`src/rtl/bcd_pkg.sv`:
```
// Shared types and constants for the serial BCD adder/subtractor.
`timescale 1ns/1ps
package bcd_pkg;

  typedef enum logic [1:0] {
    IDLE,
    RUN,
    FIN
  } state_t;

  typedef logic [3:0] bcd_digit_t;

  localparam bcd_digit_t BCD_MAX = 4'd9;
  localparam bcd_digit_t BCD_ADJ = 4'd6;

  function automatic logic is_bcd(input bcd_digit_t d);
    return d <= BCD_MAX;
  endfunction

endpackage

```
`src/rtl/bcd_digit_add.sv`:
```
// One-digit decimal adder: binary add, then +6 correction when the sum exceeds 9.
`timescale 1ns/1ps
module bcd_digit_add
  import bcd_pkg::*;
(
  input  bcd_digit_t a,
  input  bcd_digit_t b,
  input  logic       cin,
  output bcd_digit_t sum,
  output logic       cout
);

  logic [4:0] raw;

  always_comb begin
    raw  = {1'b0, a} + {1'b0, b} + {4'd0, cin};
    cout = raw > {1'b0, BCD_MAX};
    // Adding 6 modulo 16 is the same as subtracting 10 for raw in 10..19.
    sum  = cout ? bcd_digit_t'(raw[3:0] + BCD_ADJ) : raw[3:0];
  end

endmodule

```
`src/rtl/bcd_serial_adder.sv`:
```
// N-digit BCD adder/subtractor, one digit per clock LSD first, Start/Busy/Done handshake.
`timescale 1ns/1ps
module bcd_serial_adder
  import bcd_pkg::*;
#(
  parameter int DIGITS = 4
) (
  input  logic                Clock,
  input  logic                Reset,
  input  logic                Start,
  input  logic                Sub,
  input  logic [4*DIGITS-1:0] A,
  input  logic [4*DIGITS-1:0] B,
  output logic [4*DIGITS-1:0] Sum,
  output logic                Cout,
  output logic                Invalid,
  output logic                Busy,
  output logic                Done
);

  localparam int W     = 4 * DIGITS;
  localparam int IDX_W = $clog2(DIGITS + 1);

  state_t             state_q, state_d;
  logic [IDX_W-1:0]   idx_q, idx_d;
  logic [W-1:0]       a_q, a_d, b_q, b_d, work_q, work_d, sum_q, sum_d;
  logic               sub_q, sub_d, carry_q, carry_d, inv_q, inv_d;
  logic               cout_q, cout_d, invalid_q, invalid_d, done_q, done_d;

  bcd_digit_t a_dig, b_dig, b_eff, dig_sum;
  logic       dig_cout, ops_ok;

  always_comb begin
    a_dig = '0;
    b_dig = '0;
    for (int i = 0; i < DIGITS; i++) begin
      if (idx_q == IDX_W'(i)) begin
        a_dig = a_q[4*i +: 4];
        b_dig = b_q[4*i +: 4];
      end
    end
    // Subtraction adds the nines-complement; the initial carry of 1 completes ten's complement.
    b_eff = sub_q ? bcd_digit_t'(BCD_MAX - b_dig) : b_dig;
  end

  bcd_digit_add u_digit_add (
    .a    (a_dig),
    .b    (b_eff),
    .cin  (carry_q),
    .sum  (dig_sum),
    .cout (dig_cout)
  );

  always_comb begin
    ops_ok = 1'b1;
    for (int i = 0; i < DIGITS; i++) begin
      if (!is_bcd(A[4*i +: 4]) || !is_bcd(B[4*i +: 4])) ops_ok = 1'b0;
    end
  end

  always_comb begin
    // NOTE: every _d starts from its _q so no path through the case leaves a latch.
    state_d   = state_q;
    idx_d     = idx_q;
    a_d       = a_q;
    b_d       = b_q;
    work_d    = work_q;
    sub_d     = sub_q;
    carry_d   = carry_q;
    inv_d     = inv_q;
    sum_d     = sum_q;
    cout_d    = cout_q;
    invalid_d = invalid_q;
    done_d    = 1'b0;

    unique case (state_q)
      IDLE: begin
        if (Start) begin
          a_d     = A;
          b_d     = B;
          sub_d   = Sub;
          idx_d   = '0;
          carry_d = Sub;
          work_d  = '0;
          inv_d   = !ops_ok;
          state_d = ops_ok ? RUN : FIN;
        end
      end
      RUN: begin
        for (int i = 0; i < DIGITS; i++) begin
          if (idx_q == IDX_W'(i)) work_d[4*i +: 4] = dig_sum;
        end
        carry_d = dig_cout;
        idx_d   = idx_q + 1'b1;
        if (idx_q == IDX_W'(DIGITS - 1)) state_d = FIN;
      end
      FIN: begin
        done_d    = 1'b1;
        invalid_d = inv_q;
        sum_d     = inv_q ? '0 : work_q;
        cout_d    = inv_q ? 1'b0 : (sub_q ? ~carry_q : carry_q);
        state_d   = IDLE;
      end
      default: state_d = IDLE;
    endcase
  end

  // NOTE: state registers use non-blocking assignments so all flops update together at the edge.
  always_ff @(posedge Clock or posedge Reset) begin
    if (Reset) begin
      state_q   <= IDLE;
      idx_q     <= '0;
      // NOTE: operand and working registers are reset too; the block must come up fully cleared.
      a_q       <= '0;
      b_q       <= '0;
      work_q    <= '0;
      sub_q     <= 1'b0;
      carry_q   <= 1'b0;
      inv_q     <= 1'b0;
      sum_q     <= '0;
      cout_q    <= 1'b0;
      invalid_q <= 1'b0;
      done_q    <= 1'b0;
    end else begin
      state_q   <= state_d;
      idx_q     <= idx_d;
      a_q       <= a_d;
      b_q       <= b_d;
      work_q    <= work_d;
      sub_q     <= sub_d;
      carry_q   <= carry_d;
      inv_q     <= inv_d;
      sum_q     <= sum_d;
      cout_q    <= cout_d;
      invalid_q <= invalid_d;
      done_q    <= done_d;
    end
  end

  assign Sum     = sum_q;
  assign Cout    = cout_q;
  assign Invalid = invalid_q;
  assign Done    = done_q;
  assign Busy    = (state_q == RUN);

endmodule

```
`config.mk`:
```
export PLATFORM = sky130hd
export DESIGN_NAME = bcd_serial_adder
export DESIGN_NICKNAME = d
export VERILOG_FILES = /design/src/rtl/bcd_pkg.sv /design/src/rtl/bcd_digit_add.sv /design/src/rtl/bcd_serial_adder.sv
export SDC_FILE = /design/constraint.sdc
export NUM_CORES = 1
export LEC_CHECK = 0
export CAP_MARGIN = 25
export CORE_MARGIN = 5
export CORE_UTILIZATION = 34
export CTS_CLUSTER_DIAMETER = 120
export CTS_CLUSTER_SIZE = 20
export DETAILED_ROUTE_END_ITERATION = 8
export GPL_ROUTABILITY_DRIVEN = 0
export HOLD_SLACK_MARGIN = 0.1
export SLEW_MARGIN = 0
export SYNTH_ARGS = -nofsm -noshare
export SYNTH_HDL_FRONTEND = slang
export SYNTH_SLANG_ARGS = --single-unit
```
`constraint.sdc`:
```
create_clock -name Clock -period 5.15 [get_ports Clock]
set_input_delay 1.545 -clock Clock [delete_from_list [all_inputs] [get_ports Clock]]
set_output_delay 1.545 -clock Clock [all_outputs]
set_load 0.02 [all_outputs]
```
## Word level (Yosys, flattened, before mapping)

Index checks and enable logic that the tools add are counted.

| word-level totals | value |
|---|---|
| logic and storage cells | 95 |
| bits in registers | 75 |
| output and inout bits | 20 |

| operators by class | value |
|---|---|
| $add $sub $neg | 5 |
| bitwise operators | 1 |
| order comparisons | 9 |
| mux-type cells | 32 |
| reductions and logical operators | 23 |
| eq/ne operators | 10 |

Operators with widths:

| cell | count |
|---|---|
| 2-to-1 mux 4 bit | 14 |
| less-or-equal comparator 4 bit, second input constant | 8 |
| 2-to-1 mux 16 bit | 2 |
| case mux 16 bit (2 select lines) | 1 |
| AND reduction 3 bit | 4 |
| zero test 1 bit | 9 |
| 2-to-1 mux 1 bit | 8 |
| inequality test 2 x 1 -> 1 bit, second input constant | 4 |
| == test 3 x 2 -> 1 bit, second input constant | 2 |
| 2-to-1 mux 2 bit | 3 |
| case mux 3 bit (2 select lines) | 1 |
| AND reduction 2 bit | 3 |
| adder 4 x 4 -> 5 bit | 1 |
| adder 5 x 1 -> 5 bit | 1 |
| > comparator 5 x 4 -> 1 bit, second input constant | 1 |
| adder 4 x 3 -> 4 bit, second input constant | 1 |
| logical OR 1 bit | 4 |
| case mux 2 bit (2 select lines) | 1 |
| subtractor 4 bit, first input constant | 1 |
| adder 3 x 1 -> 3 bit, second input constant | 1 |
| == test 3 x 1 -> 1 bit, second input constant | 1 |
| zero test 3 bit | 1 |
| 2-to-1 mux 3 bit | 1 |
| == test 2 x 1 -> 1 bit, second input constant | 1 |
| 6 further kinds | 6 |

## Depth between registers and ports, before layout

Gate-level depths: netlist of the first run.

| depth | value |
|---|---|
| depth in word-level cells | 13 |
| depth in mapped cells | 20 |
| depth with buffers taken out | 19 |

## Hierarchy

Synthesis of the first run repeated with hierarchy kept, for this count alone.

| second synthesis, totals | value |
|---|---|
| cell total of the unflattened synthesis | 405 |
| area total of the unflattened synthesis | 3619.7 um2 |

By module, submodules not included:

| module | area an instance (um2) | sequential area each (um2) | cells an instance | times used |
|---|---|---|---|---|
| bcd_serial_adder | 3408.3 | 1876.8 | 383 | 1 |
| bcd_digit_add | 211.5 | 0.0 | 22 | 1 |

## Least setup slack after synthesis of the first run

No wires, ideal clock.

| path | value |
|---|---|
| kind | register -> register |
| from | register idx_q[0] |
| to | register work_q[1] |
| arrival time | 3518 ps |
| setup time | 126 ps |
| cell stages (with the launch flop) | 16 |
| path buffers | 0 |
| path slack | 1506 ps |
| path through | dfrtp_1 ha_1 ha_1 nor2_1 a22oi_1 xor2_1 fa_1 fa_1 xnor2_2 inv_1 ha_1 nand2_1 o21ai_2 o311ai_4 xor2_2 o21ai_1 |

| between the ends | value |
|---|---|
| cells in the longest elaborated chain, start to end | 13 |
| elaborated cells between the ends (all ways) | 23 |

Ends and longest elaborated chain:

| element | RTL line | RTL |
|---|---|---|
| start: declaration | bcd_serial_adder.sv:25 | `logic [IDX_W-1:0] idx_q, idx_d;` |
| start signal: assignment | bcd_serial_adder.sv:126 | `idx_q <= idx_d;` |
| zero test 3 bit | bcd_serial_adder.sv:37, bcd_serial_adder.sv:91 |  |
| 2-to-1 mux 4 bit (4 in series) | bcd_serial_adder.sv:37 | `if (idx_q == IDX_W'(i)) begin` |
| subtractor 4 bit | bcd_serial_adder.sv:43 | `b_eff = sub_q ? bcd_digit_t'(BCD_MAX - b_dig) : b_dig;` |
| 2-to-1 mux 4 bit | bcd_serial_adder.sv:43 |  |
| adder 4 x 4 -> 5 bit | bcd_digit_add.sv:16 | `raw = {1'b0, a} + {1'b0, b} + {4'd0, cin};` |
| adder 5 x 1 -> 5 bit | bcd_digit_add.sv:16 |  |
| adder 4 x 3 -> 4 bit / > comparator 5 x 4 -> 1 bit (equally long branches) | bcd_digit_add.sv:19, bcd_digit_add.sv:17 |  |
| 2-to-1 mux 4 bit | bcd_digit_add.sv:19 | `sum = cout ? bcd_digit_t'(raw[3:0] + BCD_ADJ) : raw[3:0];` |
| 2-to-1 mux 4 bit | bcd_serial_adder.sv:91 | `if (idx_q == IDX_W'(i)) work_d[4*i +: 4] = dig_sum;` |
| case mux 16 bit (2 select lines) | bcd_serial_adder.sv:76 | `unique case (state_q)` |
| end signal: assignment | bcd_serial_adder.sv:129 | `work_q <= work_d;` |
| end: declaration | bcd_serial_adder.sv:26 | `logic [W-1:0] a_q, a_d, b_q, b_d, work_q, work_d, sum_q, sum_d;` |

Several ways; a longest one is shown, not always the timed one. The select of a mux whose other input is x is not followed.
A chain may end at the register's enable or synchronous reset.

## Worst setup path in the final report of the first run

| path | value |
|---|---|
| from | register idx_q[0] |
| to | register work_q[9] |

| between the ends | value |
|---|---|
| cells in the longest elaborated chain, start to end | 13 |
| elaborated cells between the ends (all ways) | 23 |

Ends and longest elaborated chain:

| element | RTL line |
|---|---|
| zero test 3 bit | bcd_serial_adder.sv:37 |
| 2-to-1 mux 4 bit (4 in series) | bcd_serial_adder.sv:37 |
| subtractor 4 bit | bcd_serial_adder.sv:43 |
| 2-to-1 mux 4 bit | bcd_serial_adder.sv:43 |
| adder 4 x 4 -> 5 bit | bcd_digit_add.sv:16 |
| adder 5 x 1 -> 5 bit | bcd_digit_add.sv:16 |
| adder 4 x 3 -> 4 bit / > comparator 5 x 4 -> 1 bit (equally long branches) | bcd_digit_add.sv:19, bcd_digit_add.sv:17 |
| 2-to-1 mux 4 bit | bcd_digit_add.sv:19 |
| 2-to-1 mux 4 bit | bcd_serial_adder.sv:91 |
| case mux 16 bit (2 select lines) | bcd_serial_adder.sv:76 |

Several ways; a longest one is shown, not always the timed one. The select of a mux whose other input is x is not followed.

==> results of run 1 <==
-- Yosys cell counts, types with 2 or more instances --
library cell / instances / area [um^2]
a21oi_1: 12 / 60.1
fa_1: 2 / 40.0
a22o_1: 4 / 35.0
nor2_1: 10 / 37.5
a22oi_1: 6 / 45.0
clkbuf_1: 13 / 48.8
nand2b_1: 19 / 119
xor2_1: 2 / 17.5
and3b_1: 3 / 26.3
nand3_1: 18 / 90.1
inv_1: 11 / 41.3
nand2_1: 141 / 529
nand4_1: 2 / 12.5
ha_1: 10 / 125
mux2i_1: 2 / 20.0
o31ai_1: 2 / 15.0
dfrtp_1: 75 / 1880
o21ai_0: 22 / 110
buf_4: 2 / 15.0
o21ai_1: 30 / 150
buf_1: 4 / 15.0
-- cells by family (layout without fill, tap and decap cells) --
kind of cell / count (synthesis) / count (layout)
fa+ha+maj: 12 / 12
simple gates: 200 / 200
flops: 75 / 75
xor+xnor: 5 / 5
compound gates: 83 / 83
mux: 3 / 3
buf+inv: 32 / 87
-- per-layer routing --
metal  global-route usage  share of wire  wire [um]
met5                    0              0          0
met3               0.0313          0.045        360
met1                0.174           0.49       3890
met4               0.0385          0.012         97
met2                0.207           0.45       3620
-- sequential cells by signal, indices dropped and copies added (netlist names) --
name and cells:
b_q 16, a_q 16, Done 1, sub_q 1, carry_q 1, work_q 16, inv_q 1, Invalid 1
Cout 1, state_q 2, idx_q 3, Sum 16
-- final cells by class --
class	count	area [um^2]
fill	1076	5880
clock buffer	11	151
sequential	75	1880
clock inverter	5	36.3
multi-input combinational	303	1620
tap	136	170
timing repair buffer	60	596
inverter	11	41.3
-- power by group --
group | switching (mW) | total, mW | leakage, nW | internal [mW]
clock network | 0.224 | 0.426 | 0.0880 | 0.202
logic | 0.315 | 0.558 | 0.972 | 0.244
registers | 0.0337 | 0.673 | 0.977 | 0.639
total | 0.572 | 1.66 | 2.04 | 1.08
-- final timing paths --
path / start / to / slack (ns) / cells past startpoint
worst max register to register: idx_q[0] / work_q[9] / 0.97 / 15
worst min-delay path: state_q[1] / state_q[1] / 0.48 / 1
worst max-delay path: idx_q[0] / work_q[9] / 0.97 / 15
min in group asynchronous: Reset / Invalid / 1.51 / 2
worst min register to register: state_q[1] / state_q[1] / 0.48 / 1
max in group asynchronous: Reset / a_q[10] / 2.83 / 3
==> metrics.md, run 1 <==
| Metric | Value |
|---|---|
| Worst setup EP type | flop |
| Part of the Yosys area used for sequential elements | 0.515 |
| CP bufs+invs | 1 |
| # clock sinks | 75 |
| Setup WS post-layout | 0.975 ns |
| Syn nets | 458 |
| CTS Buf Count | 9 |
| LEAKAGE | 2.04 nW |
| PwrDens | 369 mW/mm^2 |
| Die height | 114 um |
| Status | finished clean |
| Main combinational cell family by area after synthesis | simple AND/OR/NAND/NOR gates |
| Die area | 0.0129 mm^2 |
| Avg Inst Size Synth | 8.88 um^2 |
| Crit path largest cell delay | 0.54 ns |
| Critical Path Fanout Max | 14 |
| PostCTS Resize Cnt | 0 |
| Commonest non-fill, non-tap cells in the layout | nand2_1, dfrtp_1, clkdlybuf4s50_1 |
| Initial DRC count | 97 |
| Area grow syn2layout | 23.3% |
| Synth Register Bits | 75 |
| Area share of fa/ha/maj cells after synthesis | 0.0453 |
| Synth Area in Compound Gates | 0.137 |
| WS Path Type | flop to flop |
| Die W | 114 um |
| Drt pass-1 iters | 4 |
| Worst-Skew Late Latency | 0.35 ns |
| CTS tree | yes |
| Max Clock Freq | 0.240 GHz |
| Number of enable flip-flop cells after synthesis | 0 |
| RSZ-0062 raised after global routing | no |
| Minimum clock period | 4.18 ns |
| Total negative setup slack | 0 ns |
| Critical path arrival | 4.40 ns |
| Simple-gate share of the synthesized area | 0.238 |
| # diodes | 0 |
| Setup Skew | 0.00732 ns |
| Mapped Area | 0.00364 mm^2 |
| Commonest non-fill, non-tap cell in the layout | nand2_1 |
| Layout cells sized above 1 | 0.0624 |
| Mux share of post-synthesis cell area | 0.00859 |
| Delay-heaviest family, CP | adder cells |
| Synth warn | 0 |
| Netlist cell types | 41 |
| Antenna viol nets, final | 0 |
| Post-DR vias/cell | 4.71 |
| Period utilization | 0.811 |
| Cell mode on critical path | ha_1 |
| CP Data Required Time | 5.37 ns |
| Final core utilization | 0.433 |
| Peak VDD IR | 149 uV |
| Final setup viols | 0 |
| Tot GR Track Use | 0.129 |
| Post-route insts no fill | 601 |
| Clock root buffer | clkbuf_8 |
| Per-cell routed wire length | 13.3 um |
| Clock Path Buffers | 2 |
| Finished Cell Area | 0.00449 mm^2 |
| Synth Area in XOR/XNOR | 0.0161 |
| Pre-CTS WS | 0.999 ns |
| Post-CTS setup buffer count | 0 |
| Startpoint Class | flop |
| Min Hold Slack | 0.478 ns |
| Clock Pin Slew Worst Setup and Hold Paths | 0.08 ns |
| First-pass GRT wire length | 13500 um |
| Slowest CP cell | nor2_1 |
| Placed Cells incl. Taps | 585 |
| H-tree depth | 3 |
| # DRC | 0 |
| Final Hold Fails | 0 |
| Final Net Count | 508 |
| IO Port Bufs | 55 |
| WL final | 7960 um |
| Final slew viol count | 0 |
| Number of global-route vias before repair | 2809 |
| Post-synthesis cell count | 410 |
| # IOs | 56 |
| Total vias in the final route | 2831 |
| Tot Pwr | 1.66 mW |
| Site Rows | 37 |
| Max-cap viol count | 0 |
| Worst Max-Slew Pin Slew | 0.616 ns |
| Slew HR | 0.588 |
| Dpl cell area | 0.00430 mm^2 |
| Detailed placer's ending HPWL | 5870 um |
| Initial antenna violation count | 0 |
| Starting Density | 0.351 |
| Ys async rst share | 1.00 |
| Core Box Area | 0.0104 mm^2 |
| Critical Path, Cell by Cell | ha_1 -> ha_1 -> nor2_1 -> a22oi_1 -> xor2_1 -> fa_1 -> fa_1 -> xnor2_2 -> inv_1 -> ha_1 -> nand2_1 -> o21ai_2 -> o311ai_4 -> xor2_2 -> o21ai_1 |
| Largest net degree at the start of global routing | 38 |
| CTS Hold Bufs | 0 |
| Main synth FF type | dfrtp_1 |
| Min-Delay Path Class | flop to flop |
| Overflow after GRT | 0 |
Power figures use the tool's default switching activity.
==> run 2: changes to the inputs <==
clock period = 4.2 ns   (was 5.15 ns; I/O delays follow)
==> run 2 against run 1 <==
Effect of this change: first-iteration DRC count grew 64%; critical endpoint is now work_q[1]; critical path depth grew 4; clock power rose by 27%; global-route usage is 0.76 points higher; routed wire length grew 2.2%; register-to-register slack lost 0.63 ns; largest cell class unchanged; hold slack better by 0.0052 ns; utilization up 0.34 points; cell count rose by 0.67%.
==> metrics.md, run 2 (synthesized netlist as in run 1, its figures left out) <==
| Metric | Value |
|---|---|
| PwrDens | 458 mW/mm^2 |
| Layout cells sized above 1 | 0.0682 |
| Slowest CP cell | dfrtp_1 |
| Worst setup EP type | flop |
| LEAKAGE | 2.07 nW |
| Die W | 114 um |
| CP endpoint | work_q[1] |
| Cell mode on critical path | ha_1 |
| Antenna viol nets, final | 0 |
| Setup WS post-layout | 0.343 ns |
| Worst Max-Slew Pin Slew | 0.710 ns |
| Initial antenna violation count | 0 |
| Final Net Count | 512 |
| Crit path largest cell delay | 0.40 ns |
| Final Hold Fails | 0 |
| Dpl cell area | 0.00433 mm^2 |
| Tot GR Track Use | 0.137 |
| Total vias in the final route | 2896 |
| Tot Pwr | 2.07 mW |
| Initial DRC count | 159 |
| Starting Density | 0.351 |
| WL final | 8140 um |
| Critical Path Fanout Max | 11 |
| Fill cells | 1067 |
| Worst r2r src | idx_q[1] |
| Area grow syn2layout | 24.3% |
| Status | finished clean |
| Die height | 114 um |
| Drt pass-1 iters | 4 |
| Final slew viol count | 0 |
| Period utilization | 0.918 |
| PostCTS Resize Cnt | 0 |
| Post-DR vias/cell | 4.79 |
| FF+latch area | 0.00188 mm^2 |
| Min-Delay Path Class | flop to flop |
| RR Endpoint | work_q[1] |
| Finished Cell Area | 0.00453 mm^2 |
| Minimum clock period | 3.86 ns |
| Per-cell routed wire length | 13.5 um |
| CTS tree | yes |
| # DRC | 0 |
| CTS Buf Count | 9 |
| Setup Skew | 0.00514 ns |
| Max-cap viol count | 0 |
| Clock root buffer | clkbuf_8 |
| # IOs | 56 |
| Slew HR | 0.526 |
| CTS Hold Bufs | 0 |
| Peak VDD IR | 217 uV |
| Clock Path Buffers | 2 |
| Number of global-route vias before repair | 2972 |
| WS Path Type | flop to flop |
| # clock sinks | 75 |
| Detailed placer's ending HPWL | 6140 um |
| Final setup viols | 0 |
| Critical path arrival | 4.09 ns |
| Core Box Area | 0.0104 mm^2 |
| Min Hold Slack | 0.483 ns |
| Pre-CTS WS | 0.349 ns |
| Largest net degree at the start of global routing | 52 |
| # diodes | 0 |
| H-tree depth | 3 |
| Commonest non-fill, non-tap cells in the layout | nand2_1, dfrtp_1, clkdlybuf4s50_1 |
| Multi-input gate area | 0.00162 mm^2 |
| Clock Pin Slew Worst Setup and Hold Paths | 0.08 ns |
| Site Rows | 37 |
| Crit. Startpoint | idx_q[1] |
| Max Clock Freq | 0.259 GHz |
| First-pass GRT wire length | 14200 um |
| Startpoint Class | flop |
| R2R Setup Slk | 0.34 ns |
| CP Data Required Time | 4.43 ns |
| Die area | 0.0129 mm^2 |
| Commonest non-fill, non-tap cell in the layout | nand2_1 |
| Total negative setup slack | 0 ns |
| Critical Path, Cell by Cell | inv_1 -> ha_1 -> buf_4 -> and3b_1 -> a21oi_1 -> o21ai_1 -> a22oi_1 -> ha_1 -> inv_1 -> mux2i_1 -> ha_1 -> xnor2_2 -> inv_1 -> ha_1 -> nand2_1 -> o21ai_2 -> o311ai_4 -> xor2_2 -> o21ai_1 |
| RSZ-0062 raised after global routing | no |
| IO Port Bufs | 55 |
| Overflow after GRT | 0 |
| Worst-Skew Late Latency | 0.34 ns |
| HP Start | a_q[1] |
| Worst r2r path cells | 19 |
| Post-CTS setup buffer count | 0 |
[run 2: changes by cell type in the layout (fill, tap and decap cells not counted), sizes merged]
cell / previous run / this run
bufinv: 0 / 1
buf: 5 / 9
clkinv: 1 / 3
clkbuf: 11 / 10
clkinvlp: 3 / 1
[run 2: per-stage QoR]
stage,utilization,cells
2_1_floorplan,-,410
3_3_place_gp,0.417,588
3_5_place_dp,0.418,589
4_1_cts,0.437,605
5_1_grt,0.437,605
6_report,0.437,605
[run 2: area by class of cell]
cell class | count | area share
flip-flops and latches | 75 | 0.415
multi-input cells | 303 | 0.358
well taps | 136 | 0.0376
clock buffers | 10 | 0.0282
clock inverters | 6 | 0.0144
repair buffers | 64 | 0.138
inverters | 11 | 0.00912
[run 2: how the worst min path moves through the flow]
stage | end | slack (ns) | cells past startpoint
after floorplan | state_q[1] | 0.44 | 1
after global placement | state_q[1] | 0.45 | 1
after detailed placement | a_q[1] | 0.46 | 2
after CTS | a_q[1] | 0.48 | 2
after global routing | Sum[7] | 0.51 | 2
final | a_q[1] | 0.48 | 2
[run 2: power by group]
group	internal (mW)	switching, mW
logic	0.301	0.404
registers	0.784	0.0434
clock network	0.275	0.266
[run 2: critical path, delay by kind of cell, from the launching register on]
family	cells	cell delay, ns
adder cells (fa/ha/maj)	4	1.16
AO/OA/AOI/OAI	6	0.91
XOR/XNOR	2	0.50
AND/OR/NAND/NOR	2	0.26
flip-flops	1	0.40
buffers and inverters	4	0.45
multiplexers	1	0.07
[run 2: routing by layer]
| metal | vias to the layer above | share of wire | global-route usage |
|---|---|---|---|
| li1 | 1460 | - | - |
| met1 | 1357 | 0.45 | 0.177 |
| met2 | 71 | 0.49 | 0.223 |
| met3 | 8 | 0.049 | 0.0451 |
| met4 | 0 | 0.0087 | 0.0313 |
| met5 | - | 0 | 0 |
==> run 3: changes to the inputs <==
HOLD_SLACK_MARGIN = not set   (was 0.1)
==> results of run 3 <==
Same layout as run 2: the final DEF is identical, and so are final timing and power.
